**src/rtl/lsu_master_if.sv**
```systemverilog
// Bundle of the request/response handshake and the word-wide data-memory port.
// "slave" is the load/store unit's view; "master" is the environment side
// (the MEM stage that issues requests plus the memory that returns RD).
interface lsu_master_if;
  logic        req_valid;
  logic        req_ready;
  logic [2:0]  req_op;
  logic [31:0] req_addr;
  logic [31:0] req_wdata;
  logic [31:0] req_pc;
  logic        rsp_valid;
  logic [31:0] rsp_rdata;
  logic        rsp_err;
  logic        dm_we;
  logic [31:0] dm_pc;
  logic [31:0] dm_addr;
  logic [31:0] dm_wdata;
  logic [31:0] dm_rdata;

  modport master (
    output req_valid, req_op, req_addr, req_wdata, req_pc, dm_rdata,
    input  req_ready, rsp_valid, rsp_rdata, rsp_err, dm_we, dm_pc, dm_addr, dm_wdata
  );

  modport slave (
    input  req_valid, req_op, req_addr, req_wdata, req_pc, dm_rdata,
    output req_ready, rsp_valid, rsp_rdata, rsp_err, dm_we, dm_pc, dm_addr, dm_wdata
  );
endinterface

```
**src/rtl/lsu_master.sv**
```systemverilog
// Load/store initiator for a word-only data memory. One request at a time;
// byte/halfword stores are done as read-modify-write of the containing word.
module lsu_master #(
  parameter int DM_BYTES = 12288
) (
  input  logic        clk,
  input  logic        reset,
  lsu_master_if.slave bus
);

  localparam logic [2:0] OP_LW  = 3'b000;
  localparam logic [2:0] OP_LB  = 3'b001;
  localparam logic [2:0] OP_LBU = 3'b010;
  localparam logic [2:0] OP_LH  = 3'b011;
  localparam logic [2:0] OP_LHU = 3'b100;
  localparam logic [2:0] OP_SW  = 3'b101;
  localparam logic [2:0] OP_SB  = 3'b110;
  localparam logic [2:0] OP_SH  = 3'b111;

  localparam logic [31:0] DM_LIMIT = 32'(DM_BYTES);

  typedef enum logic [1:0] {IDLE, ACCESS, WRITE, RESP} state_t;

  state_t      state_reg, state_next;
  logic [2:0]  op_reg;
  logic [31:0] addr_reg;
  logic [31:0] wdata_reg;
  logic [31:0] pc_reg;
  logic [31:0] merge_reg;
  logic [31:0] rdata_reg;
  logic        err_reg;

  logic        req_err;
  logic        is_load;
  logic        is_sub_store;
  logic [7:0]  byte_sel;
  logic [15:0] half_sel;
  logic [31:0] load_ext;
  logic [31:0] sub_word;
  logic [31:0] merged;
  logic [3:0]  lane_en;

  // Opcodes below SW are all loads; SB and SH are the only read-modify-write ops.
  assign is_load      = (op_reg < OP_SW);
  assign is_sub_store = (op_reg == OP_SB) || (op_reg == OP_SH);

  // Alignment and range check on the incoming request, evaluated at accept.
  always_comb begin
    req_err = 1'b0;
    case (bus.req_op)
      OP_LW, OP_SW:         req_err = (bus.req_addr[1:0] != 2'b00);
      OP_LH, OP_LHU, OP_SH: req_err = bus.req_addr[0];
      default:              req_err = 1'b0;
    endcase
    if (bus.req_addr >= DM_LIMIT) begin
      req_err = 1'b1;
    end
  end

  // Lane selection and sign/zero extension of the word returned by DM.
  assign byte_sel = bus.dm_rdata[{addr_reg[1:0], 3'b000} +: 8];
  assign half_sel = addr_reg[1] ? bus.dm_rdata[31:16] : bus.dm_rdata[15:0];

  // Load result formatting by opcode.
  always_comb begin
    load_ext = bus.dm_rdata;
    case (op_reg)
      OP_LB:   load_ext = {{24{byte_sel[7]}}, byte_sel};
      OP_LBU:  load_ext = {24'h000000, byte_sel};
      OP_LH:   load_ext = {{16{half_sel[15]}}, half_sel};
      OP_LHU:  load_ext = {16'h0000, half_sel};
      default: load_ext = bus.dm_rdata;
    endcase
  end

  // Store data replicated across lanes so each lane only needs an enable.
  assign sub_word = (op_reg == OP_SB) ? {4{wdata_reg[7:0]}} : {2{wdata_reg[15:0]}};

  for (genvar gi = 0; gi < 4; gi++) begin : g_lane
    assign lane_en[gi] = (op_reg == OP_SB) ? (addr_reg[1:0] == 2'(gi))
                                           : (addr_reg[1] == 1'(gi / 2));
    assign merged[8*gi +: 8] = lane_en[gi] ? sub_word[8*gi +: 8] : bus.dm_rdata[8*gi +: 8];
  end

  // State register.
  always_ff @(posedge clk) begin
    if (reset) begin
      state_reg <= IDLE;
    end else begin
      state_reg <= state_next;
    end
  end

  // Next state and handshake/DM strobes; reset masks every strobe immediately.
  always_comb begin
    state_next    = state_reg;
    bus.req_ready = 1'b0;
    bus.rsp_valid = 1'b0;
    bus.dm_we     = 1'b0;
    bus.dm_wdata  = 32'h0;
    case (state_reg)
      IDLE: begin
        bus.req_ready = !reset;
        if (bus.req_valid) begin
          state_next = req_err ? RESP : ACCESS;
        end
      end
      ACCESS: begin
        if (op_reg == OP_SW) begin
          bus.dm_we    = !reset;
          bus.dm_wdata = wdata_reg;
        end
        state_next = is_sub_store ? WRITE : RESP;
      end
      WRITE: begin
        bus.dm_we    = !reset;
        bus.dm_wdata = merge_reg;
        state_next   = RESP;
      end
      RESP: begin
        bus.rsp_valid = !reset;
        state_next    = IDLE;
      end
      default: state_next = IDLE;
    endcase
  end

  // Request latches, load result and merge word capture.
  always_ff @(posedge clk) begin
    if (reset) begin
      op_reg    <= 3'b000;
      addr_reg  <= 32'h0;
      wdata_reg <= 32'h0;
      pc_reg    <= 32'h0;
      merge_reg <= 32'h0;
      rdata_reg <= 32'h0;
      err_reg   <= 1'b0;
    end else begin
      if (state_reg == IDLE && bus.req_valid) begin
        op_reg    <= bus.req_op;
        addr_reg  <= bus.req_addr;
        wdata_reg <= bus.req_wdata;
        pc_reg    <= bus.req_pc;
        err_reg   <= req_err;
        rdata_reg <= 32'h0;
      end
      if (state_reg == ACCESS) begin
        if (is_load) begin
          rdata_reg <= load_ext;
        end
        if (is_sub_store) begin
          merge_reg <= merged;
        end
      end
    end
  end

  assign bus.rsp_rdata = rdata_reg;
  assign bus.rsp_err   = err_reg;
  assign bus.dm_pc     = pc_reg;
  assign bus.dm_addr   = {addr_reg[31:2], 2'b00};

endmodule

```
**src/flat_wrapper.sv**
```systemverilog
// flat-port wrapper written by rule: the top's interface ports become plain ports
module lsu_master_flat 
#(
  parameter int DM_BYTES = 12288
)
  (clk, reset, bus_req_valid, bus_req_op, bus_req_addr, bus_req_wdata, bus_req_pc, bus_dm_rdata, bus_req_ready, bus_rsp_valid, bus_rsp_rdata, bus_rsp_err, bus_dm_we, bus_dm_pc, bus_dm_addr, bus_dm_wdata);
  lsu_master_if bus_i ();
  input  logic clk;
  input  logic reset;
  input wire logic [$bits(bus_i.req_valid)-1:0] bus_req_valid;
  input wire logic [$bits(bus_i.req_op)-1:0] bus_req_op;
  input wire logic [$bits(bus_i.req_addr)-1:0] bus_req_addr;
  input wire logic [$bits(bus_i.req_wdata)-1:0] bus_req_wdata;
  input wire logic [$bits(bus_i.req_pc)-1:0] bus_req_pc;
  input wire logic [$bits(bus_i.dm_rdata)-1:0] bus_dm_rdata;
  output wire logic [$bits(bus_i.req_ready)-1:0] bus_req_ready;
  output wire logic [$bits(bus_i.rsp_valid)-1:0] bus_rsp_valid;
  output wire logic [$bits(bus_i.rsp_rdata)-1:0] bus_rsp_rdata;
  output wire logic [$bits(bus_i.rsp_err)-1:0] bus_rsp_err;
  output wire logic [$bits(bus_i.dm_we)-1:0] bus_dm_we;
  output wire logic [$bits(bus_i.dm_pc)-1:0] bus_dm_pc;
  output wire logic [$bits(bus_i.dm_addr)-1:0] bus_dm_addr;
  output wire logic [$bits(bus_i.dm_wdata)-1:0] bus_dm_wdata;
  assign bus_i.req_valid = bus_req_valid;
  assign bus_i.req_op = bus_req_op;
  assign bus_i.req_addr = bus_req_addr;
  assign bus_i.req_wdata = bus_req_wdata;
  assign bus_i.req_pc = bus_req_pc;
  assign bus_i.dm_rdata = bus_dm_rdata;
  assign bus_req_ready = bus_i.req_ready;
  assign bus_rsp_valid = bus_i.rsp_valid;
  assign bus_rsp_rdata = bus_i.rsp_rdata;
  assign bus_rsp_err = bus_i.rsp_err;
  assign bus_dm_we = bus_i.dm_we;
  assign bus_dm_pc = bus_i.dm_pc;
  assign bus_dm_addr = bus_i.dm_addr;
  assign bus_dm_wdata = bus_i.dm_wdata;
  lsu_master #(.DM_BYTES(DM_BYTES)) u_core (.clk(clk), .reset(reset), .bus(bus_i));
endmodule
```
**config.mk**
```make
export PLATFORM = sky130hd
export DESIGN_NAME = lsu_master_flat
export DESIGN_NICKNAME = d
export VERILOG_FILES = /design/src/rtl/lsu_master_if.sv /design/src/rtl/lsu_master.sv /design/src/flat_wrapper.sv
export SDC_FILE = /design/constraint.sdc
export NUM_CORES = 1
export LEC_CHECK = 0
export BUFFER_PORTS_ARGS = -buffer_cell sky130_fd_sc_hd__clkbuf_2
export CELL_PAD_IN_SITES_DETAIL_PLACEMENT = 0
export CELL_PAD_IN_SITES_GLOBAL_PLACEMENT = 1
export CORE_ASPECT_RATIO = 1.2
export CORE_MARGIN = 3
export CORE_UTILIZATION = 39
export DETAILED_ROUTE_END_ITERATION = 16
export GPL_ROUTABILITY_DRIVEN = 0
export PLACE_DENSITY_LB_ADDON = 0.1
export RECOVER_POWER = 50
export SYNTH_ARGS = -nofsm -noshare
export SYNTH_HDL_FRONTEND = slang
export SYNTH_SLANG_ARGS = --single-unit
export TNS_END_PERCENT = 20
```
**constraint.sdc**
```tcl
create_clock -name clk -period 3 [get_ports clk]
set_clock_uncertainty 0.2 [all_clocks]
set_input_delay 0.15 -clock clk [delete_from_list [all_inputs] [get_ports clk]]
set_output_delay 0.15 -clock clk [all_outputs]
set_load 0.01 [all_outputs]
```
# After elaboration in Yosys (flattened, before gate mapping)
# Cells that the tools add are included.
[totals]
ff_bits = 166
word_cells = 66
input_bits = 134
out_inout_bits = 132
[classes]
bitwise = 1
magnitude_cmp = 2
n_reduce_logical = 10
n_mux = 26
eq_ne = 18
shift = 1
[op_table]
columns = ["cell", "n"]
rows = [
  ["32-bit 2-to-1 mux", 5],
  ["32-bit case mux with 4 select lines", 1],
  ["32-bit case mux with 2 select lines", 1],
  ["32-bit by 14-bit greater-or-equal comparator with 1-bit output, second input constant", 1],
  ["8-bit 2-to-1 mux", 4],
  ["32-bit by 6-bit indexed part select with 8-bit output", 1],
  ["3-bit equality test, second input constant", 7],
  ["16-bit 2-to-1 mux", 1],
  ["3-bit by 2-bit equality test with 1-bit output, second input constant", 3],
  ["1-bit 2-to-1 mux", 9],
  ["2-bit equality test, second input constant", 4],
  ["2-bit case mux with 4 select lines", 1],
  ["2-bit by 1-bit equality test with 1-bit output, second input constant", 2],
  ["2-bit zero test", 2],
  ["2-bit 2-to-1 mux", 2],
  ["1-bit case mux with 2 select lines", 2],
  ["3-bit by 1-bit equality test with 1-bit output, second input constant", 1],
  ["3-bit zero test", 1],
  ["3-bit < comparator, second input constant", 1],
  ["3-bit OR reduction", 1],
  ["2-bit inequality test, second input constant", 1],
  ["2-bit AND reduction", 1],
  ["2-bit nonzero test", 1],
  ["2-bit OR reduction", 1],
  ["other kinds (4)", 4],
]

# Depth between registers and ports, before layout
# Gate-level depths: netlist of run 1.
[logic_depth]
depth_word = 7
depth_mapped = 8
ltp_nobuf = 6

# Worst setup path before layout of run 1
# Ideal clock, no wire load.
[synth_timing]
path_kind = "register -> register"
from = "register u_core.state_reg[1]"
to = "register u_core.merge_reg[13]"
path_slack_ns = 1.035
path_stages_with_launch = 9
setup_time_ns = 0.134
period_less_slack_ns = 1.965
arrival_ns = 1.631
required_time_ns = 2.666
path_buffers = 3
cell_sequence = "dfxtp_1 -> inv_1 -> ha_1 -> and3_1 -> clkbuf_1 -> nand2b_1 -> buf_1 -> clkbuf_1 -> o22ai_1"
[synth_via]
elab_chain_cells = 2
[synth_rtl]
columns = ["element", "line_no", "text"]
rows = [
  ["start, declared", "lsu_master.sv:24", "state_t state_reg, state_next;"],
  ["start signal, assigned", "lsu_master.sv:90", "state_reg <= state_next;"],
  ["2-bit by 1-bit equality test with 1-bit output", "lsu_master.sv:147", "if (state_reg == ACCESS) begin"],
  ["2-bit AND reduction (no line)", "n/a", ""],
  ["end signal, assigned", "lsu_master.sv:152", "merge_reg <= merged;"],
  ["end, declared", "lsu_master.sv:29", "logic [31:0] merge_reg;"],
]
# No other way between the ends.
# A chain may end at the register's enable or synchronous reset.

# Final worst setup path of run 1
[layout_timing]
from = "register u_core.op_reg[0]"
to = "output port bus_dm_wdata[3]"
[layout_via]
elab_chain_cells = 3
[layout_rtl]
columns = ["element", "line_no", "text"]
rows = [
  ["start, declared", "lsu_master.sv:25", "logic [2:0] op_reg;"],
  ["start signal, assigned", "lsu_master.sv:140", "op_reg <= bus.req_op;"],
  ["3-bit equality test", "lsu_master.sv:109", "if (op_reg == OP_SW) begin"],
  ["32-bit 2-to-1 mux", "lsu_master.sv:109", ""],
  ["32-bit case mux with 2 select lines", "lsu_master.sv:101", "case (state_reg)"],
  ["end, declared", "flat_wrapper.sv:23", "output wire logic [$bits(bus_i.dm_wdata)-1:0] bus_dm_wdata;"],
]
# No other way between the ends.

==> summary.md, run 1 <==
| Metric | Value |
|---|---|
| Layout area overhead | 37.6% |
| Hold path cells | 3 |
| Area of the multi-input gates | 4070 um2 |
| CP Capture Type | output port |
| Sequential fraction of the synthesis area | 41.5% |
| CTS buffer count | 17 |
| Antenna cell count | 0 |
| Max Slew Vio Count | 0 |
| Min Tclk post-route | 2.72 ns |
| Final Hold Viols | 0 |
| Reg area | 3320 um2 |
| Synth warnings | 0 |
| Ys flop type | dfxtp_1 |
| Worst slew pin tran | 1.40 ns |
| 1st-pass router iterations | 7 |
| Post-detailed-route via-to-cell ratio | 5.20 |
| ANT nets after route | 0 |
| Data required, critical path | 2.65 ns |
| H-tree depth | 4 |
| Die ar. | 22300 um2 |
| Fmax | 0.368 GHz |
| Vias in the first global route | 8323 |
| Worst-path maximum fanout | 33 |
| Syn_area_per_cell | 7.72 um2 |
| Max-cap viol count | 0 |
| Final setup fails | 0 |
| CTS tree | built |
| Clock tree sinks | 166 |
| Synth async-reset ratio | 0% |
| Die Ht | 163 um |
| First-pass GRT wire length | 44600 um |
| Pwr/cell area | 696 nW/um2 |
| # resized after CTS | 0 |
| Synth Cell Area | 8000 um2 |
| Class of the worst hold path | in -> reg |
| Number of remaining DRC errors | 0 |
| Routed via count | 8477 |
| Layout fillers | 2007 |
| Drt total wl | 28500 um |
| Leakage | 0.00425 uW |
| Worst-Skew Late Latency | 0.42 ns |
| RSZ-0062 raised after global routing | no |
| HPWL Detailed | 19400 um |
| Worst VDD drop | 402 uV |
| Final TNS setup | 0 ns |
| CTS Buffer Depth | 2 |
| Worst path arrival time | 2.37 ns |
| Commonest non-fill, non-tap cell in the layout | nand2_1 |
| Most frequent cells in the layout | 261 x nand2_1, 169 x clkbuf_2, 166 x dfxtp_1 |
| Gr ovfl total | 0 |
| Die X | 137 um |
| Input/output buffers | 263 |
| I/O pin count | 266 |
| Post-synthesis cell count | 1037 |
| Initial drt markers | 588 |
| Number of synthesized flops with an enable pin | 0 |
| Initial antenna violation count | 0 |
| Hold Slack | 0.0288 ns |
| Synth Register Bits | 166 |
| Nets | 1497 |
| Status | finished clean |
| Routed wire length per instance | 17.5 um |
| Layout cells sized above 1 | 16.9% |
| Site Rows | 56 |
| Worst setup path category | reg -> out |
| Clk slew on worst S/H paths | 0.07 ns |
| Core area | 19800 um2 |
| Clock Root Buffer | clkbuf_16 |
| Post-layout util | 55.5% |
| Final period util | 90.5% |
| Slew HR | 6.51% |
| Pin count of the biggest net entering global routing | 102 |
| Worst reg-to-reg path cell count | 8 |
| Worst setup SP type | flop |
| Count of different cell masters after synthesis | 50 |
| Global Route Usage Sum | 25.2% |
| Starting density of the core | 40.4% |
[routing by layer]
| layer | part of all wire (%) | vias to the layer above | GRT usage (%) | wire [um] |
|---|---|---|---|---|
| met3 | 6.3 | 43 | 5.72 | 1790 |
| met1 | 42 | 3963 | 31.0 | 11900 |
| met4 | 2.2 | 0 | 8.94 | 634 |
| met5 | 0 | - | 0 | 0 |
| li1 | - | 4180 | - | - |
| met2 | 50 | 291 | 43.0 | 14200 |
[power breakdown]
part | internal [uW] | leakage (uW) | switching (uW) | total (uW)
registers | 2570 | 0.00135 | 275 | 2850
clock network | 1160 | 0.000272 | 990 | 2150
logic | 1010 | 0.00262 | 1650 | 2660
total | 4740 | 0.00425 | 2920 | 7660
[worst max-delay path: stages, from the launching register on]
cell and delay, ns:
dfxtp_1 0.73, nand2b_1 0.23, nor2_2 0.15, buf_4 0.35, a22oi_1 0.13, nor2b_1 0.17, clkbuf_2 0.15
[cell families after synthesis]
kind of cell	count (synthesis)	synth area share (%)
mux	39	5.07
flops	166	41.5
buf+inv	124	7.76
xor+xnor	3	0.328
simple gates	398	21.6
compound gates	300	22.8
fa+ha+maj	6	0.907
other cells	1	0.0469
[per-stage QoR]
stage | cells | power, uW | area, um2 | setup WS [ns]
after floorplan | 1038 | 4630 | 8010 | 1.04
after global placement | 1469 | 5490 | 9270 | 0.618
after detailed placement | 1469 | 5500 | 9270 | 0.544
after CTS | 1631 | 7800 | 11200 | 0.269
after global routing | 1631 | 8130 | 11000 | 0.0557
final | 1631 | 7660 | 11000 | 0.284
[timing repair]
action                                 4_1_cts  5_1_grt
setup buffers                                0        0
endpoints found under the hold margin      152        0
hold buffers                               131        0
[final timing paths]
path                           startpoint                      end  slack [ns]
hold / removal              bus_req_valid      u_core.state_reg[1]        0.03
hold reg to reg   u_core.bus.rsp_rdata[6]  u_core.bus.rsp_rdata[6]        0.24
setup reg to reg      u_core.state_reg[0]  u_core.bus.rsp_rdata[1]        0.33
setup / recovery         u_core.op_reg[0]          bus_dm_wdata[3]        0.28
[final cells by class]
type	count	share of cell area, %
clock buffer	17	3.86
clock inverter	14	1.27
inverter	7	0.239
multi-input combinational	748	37.0
sequential	166	30.2
tap	261	2.97
timing repair buffer	418	24.5
[cell usage after synthesis (2+ instances only)]
library cell | instances | share of area [%]
nor2b_1 | 34 | 2.7
a21o_1 | 2 | 0.19
inv_1 | 7 | 0.33
and3_1 | 2 | 0.16
nand2_1 | 262 | 12
a211oi_1 | 36 | 3.4
nor3_1 | 6 | 0.38
a221oi_1 | 6 | 0.66
a2111oi_0 | 2 | 0.22
and2_1 | 4 | 0.31
o22a_1 | 6 | 0.66
buf_4 | 34 | 3.2
xnor2_1 | 2 | 0.22
nor2_1 | 44 | 2.1
o221ai_1 | 2 | 0.22
a21oi_1 | 145 | 9.1
buf_1 | 6 | 0.28
o2111ai_1 | 6 | 0.66
nand3b_1 | 2 | 0.19
o22ai_1 | 16 | 1.3
ha_1 | 5 | 0.78
mux2_2 | 2 | 0.28
o21ai_0 | 32 | 2.0
mux2i_1 | 36 | 4.5
nor4_1 | 4 | 0.31
nand3_1 | 7 | 0.44
o21ai_1 | 2 | 0.13
a22oi_1 | 38 | 3.6
buf_2 | 16 | 1.0
nor3b_1 | 3 | 0.28
dfxtp_1 | 166 | 42
nand2b_1 | 25 | 2.0
clkbuf_1 | 60 | 2.8
No activity file was read; power rests on OpenSTA's default activity.
==> inputs of run 2 (changes only) <==
--- a/config.mk
+++ b/config.mk
@@ -5,12 +5,13 @@
 export SDC_FILE = /design/constraint.sdc
 export NUM_CORES = 1
 export LEC_CHECK = 0
+export ABC_AREA = 1
 export BUFFER_PORTS_ARGS = -buffer_cell sky130_fd_sc_hd__clkbuf_2
 export CELL_PAD_IN_SITES_DETAIL_PLACEMENT = 0
 export CELL_PAD_IN_SITES_GLOBAL_PLACEMENT = 1
 export CORE_ASPECT_RATIO = 1.2
 export CORE_MARGIN = 3
-export CORE_UTILIZATION = 39
+export CORE_UTILIZATION = 38
 export DETAILED_ROUTE_END_ITERATION = 16
 export GPL_ROUTABILITY_DRIVEN = 0
 export PLACE_DENSITY_LB_ADDON = 0.1
==> summary.md, run 2 <==
| Metric | Value |
|---|---|
| Status | finished clean |
| Fmax | 0.384 GHz (+4.2%) |
| Die Ht | 170 um (+4.4%) |
| Layout cells sized above 1 | 15.0% (-1.8 points) |
| Gr ovfl total | 0 (unchanged) |
| Number of synthesized flops with an enable pin | 0 (unchanged) |
| Max-cap viol count | 0 (unchanged) |
| Core area | 21900 um2 (+10%) |
| Most common cell in the netlist | nand2_1 |
| Worst slew pin tran | 0.991 ns (-0.411 ns) |
| Reg area | 3320 um2 (unchanged) |
| Worst setup SP type | flop |
| Sequential fraction of the synthesis area | 39.0% (-2.5 points) |
| Min Tclk post-route | 2.61 ns (-0.111 ns) |
| Post-synthesis cell count | 1290 (+24%) |
| Worst path arrival time | 2.26 ns (-0.11 ns) |
| I/O pin count | 266 (unchanged) |
| Worst reg-to-reg path cell count | 7 (-1) |
| Class of the worst hold path | in -> reg |
| Count of different cell masters after synthesis | 30 (-40%) |
| Hold_sp | bus_dm_rdata[23] |
| Site Rows | 59 (+5.4%) |
| ANT nets after route | 0 (unchanged) |
| Ys flop type | dfxtp_1 |
| H-tree depth | 4 (unchanged) |
| Crit path to | bus_dm_wdata[31] |
| Final Hold Viols | 0 (unchanged) |
| Hold Slack | 0.00647 ns (-0.0223 ns) |
| Pin count of the biggest net entering global routing | 136 (+33%) |
| Final setup fails | 0 (unchanged) |
| Met3 WL | 1930 um (+8.2%) |
| Final period util | 86.9% (-3.7 points) |
| 1st-pass router iterations | 5 (-2) |
| Clock tree sinks | 166 (unchanged) |
| Slew HR | 33.9% (+27 points) |
| Internal | 5140 uW (+8.3%) |
| Die X | 143 um (+4.4%) |
| Combinational share of power | 40.8% (+6.1 points) |
| Placed cell area | 9770 um2 (+5.4%) |
| R2r endpoint | u_core.addr_reg[26] |
| Switch share | 43.4% (+5.3 points) |
| RSZ-0062 raised after global routing | no |
| Pwr/cell area | 795 nW/um2 (+14%) |
| Input/output buffers | 263 (unchanged) |
| Internal reg-to-reg setup slack | 0.40 ns (+0.07 ns) |
| DR top layer | met5 |
| Starting density of the core | 39.0% (-1.3 points) |
| CTS tree | built |
| Initial antenna violation count | 2 (+2) |
| Initial drt markers | 491 (-16%) |
| Share of power burned in registers | 34.7% (-2.5 points) |
| Leading area contributor after synthesis | dfxtp_1 |
| CP Capture Type | output port |
| Worst setup path category | reg -> out |
| Met1 wire length | 12800 um (+8.0%) |
| Data required, critical path | 2.65 ns (about the same) |
| Post-route cell area | 11400 um2 (+3.6%) |
| Clk pwr share | 24.5% (-3.6 points) |
| Worst VDD drop | 402 uV (-0.17%) |
| Routed via count | 9164 (+8.1%) |
| Most frequent cells in the layout | 276 x nand2_1, 193 x nor2_1, 167 x clkbuf_2 |
| Synth Cell Area | 8520 um2 (+6.5%) |
| First-pass GRT wire length | 47000 um (+5.4%) |
| Worst-path maximum fanout | 33 (unchanged) |
| Top cells by area, synth | dfxtp_1 39%, nand2_1 12%, nor2_1 8.6% |
| Reg2reg start | u_core.state_reg[0] |
| Synth Register Bits | 166 (unchanged) |
| Die ar. | 24300 um2 (+9.0%) |
| Met2 Wirelength | 14500 um (+2.2%) |
| Nets | 1730 (+16%) |
| Final TNS setup | 0 ns (unchanged) |
| Routed wire length per instance | 16.0 um (-8.2%) |
| Drt total wl | 30100 um (+5.8%) |
| Global Route Usage Sum | 24.4% (-0.83 points) |
| HPWL Detailed | 21300 um (+9.4%) |
| Post-detailed-route via-to-cell ratio | 4.88 (-6.2%) |
| CTS Buffer Depth | 2 (unchanged) |
| Max Slew Vio Count | 0 (unchanged) |
| CTS buffer count | 17 (unchanged) |
| Vias in the first global route | 8804 (+5.8%) |
| Area of the multi-input gates | 4090 um2 (+0.43%) |
| Hold path cells | 4 (+1) |
| Post-CTS Setup Bufs | 0 (unchanged) |
| Syn_area_per_cell | 6.61 um2 (-14%) |
| Critical Path Source | u_core.state_reg[1] |
| Layout fillers | 2295 (+14%) |
| Commonest non-fill, non-tap cell in the layout | nand2_1 |
| Clock Root Buffer | clkbuf_16 |
| Worst-Skew Late Latency | 0.43 ns (about the same) |
| Layout area overhead | 33.8% |
| Most frequent cells after synthesis | 277 x nand2_1, 195 x nor2_1, 166 x dfxtp_1 |
| Area share of the largest cell type after synthesis | 39.0% (-2.5 points) |
| Synth async-reset ratio | 0% (unchanged) |
| Leakage | 0.00523 uW (+23%) |
| Psw | 3940 uW (+35%) |
| Number of remaining DRC errors | 0 (unchanged) |
| Synth warnings | 0 (unchanged) |
| Clk slew on worst S/H paths | 0.07 ns (about the same) |
run 2: how the worst min path moves through the flow:
| stage | to | slack [ns] |
|---|---|---|
| 2_1_floorplan | u_core.addr_reg[23] | 0.1 |
| 3_3_place_gp | u_core.addr_reg[22] | 0.20 |
| 3_5_place_dp | u_core.addr_reg[22] | 0.20 |
| 4_1_cts | u_core.bus.rsp_rdata[23] | 0.001 |
| 5_1_grt | u_core.bus.rsp_rdata[23] | 0.02 |
| 6_report | u_core.bus.rsp_rdata[23] | 0.006 |
run 2: power by group through the flow:
stage	Combinational (uW)	Clock, uW	Sequential [uW]
floorplan	2620	0	3200
CTS	3850	2270	3150
detailed placement	3720	0	3200
global route	4190	2330	3220
finish	3700	2220	3150
global placement	3710	0	3190
run 2: logic make-up (layout without fill, tap and decap cells):
kind of cell	count (synthesis)	count (layout)	share of synthesized area, %
buffers and inverters	246	559	13.3
AOI/OAI and AO/OA	322	322	20.9
DFF	166	166	39.0
adders and majority gates	5	5	0.734
and+or+nand+nor	550	550	26.0
other	1	3	0.0440
run 2: final cells by class:
cell class	count	area share, %
clock inverter	14	1.37
sequential	166	29.1
clock buffer	18	3.85
inverter	128	4.25
antenna	1	0.0219
multi-input combinational	879	35.8
timing repair buffer	399	22.5
tap	274	3.01
run 2: routing by layer:
metal / track usage, % / vias to the layer above
met4: 8.56 / 2
met1: 30.2 / 4153
li1: - / 4681
met5: 0 / -
met3: 6.13 / 47
met2: 41.1 / 281
run 2: repair_timing:
action	CTS	global route
hold endpoints to repair	121	0
endpoints found under the setup margin	0	0
hold buffers	117	0
resized for setup	0	0
run 2: stage by stage:
stage,worst slack (ns),power (uW),utilization [%],std cells
final,0.394,9070,52.2,1879
after global routing,0.146,9740,52.2,1879
after CTS,0.340,9270,52.8,1878
after global placement,0.772,6900,44.7,1729
after floorplan,1.16,5830,-,1291
after detailed placement,0.737,6920,44.7,1729
run 2: critical path, stage by stage (launching register included):
cell,delay [ns]
dfxtp_1,0.34
inv_1,0.12
ha_1,0.25
nand2_1,0.14
nor2_2,0.13
buf_4,0.34
nand2_1,0.11
a21oi_1,0.22
clkbuf_2,0.18
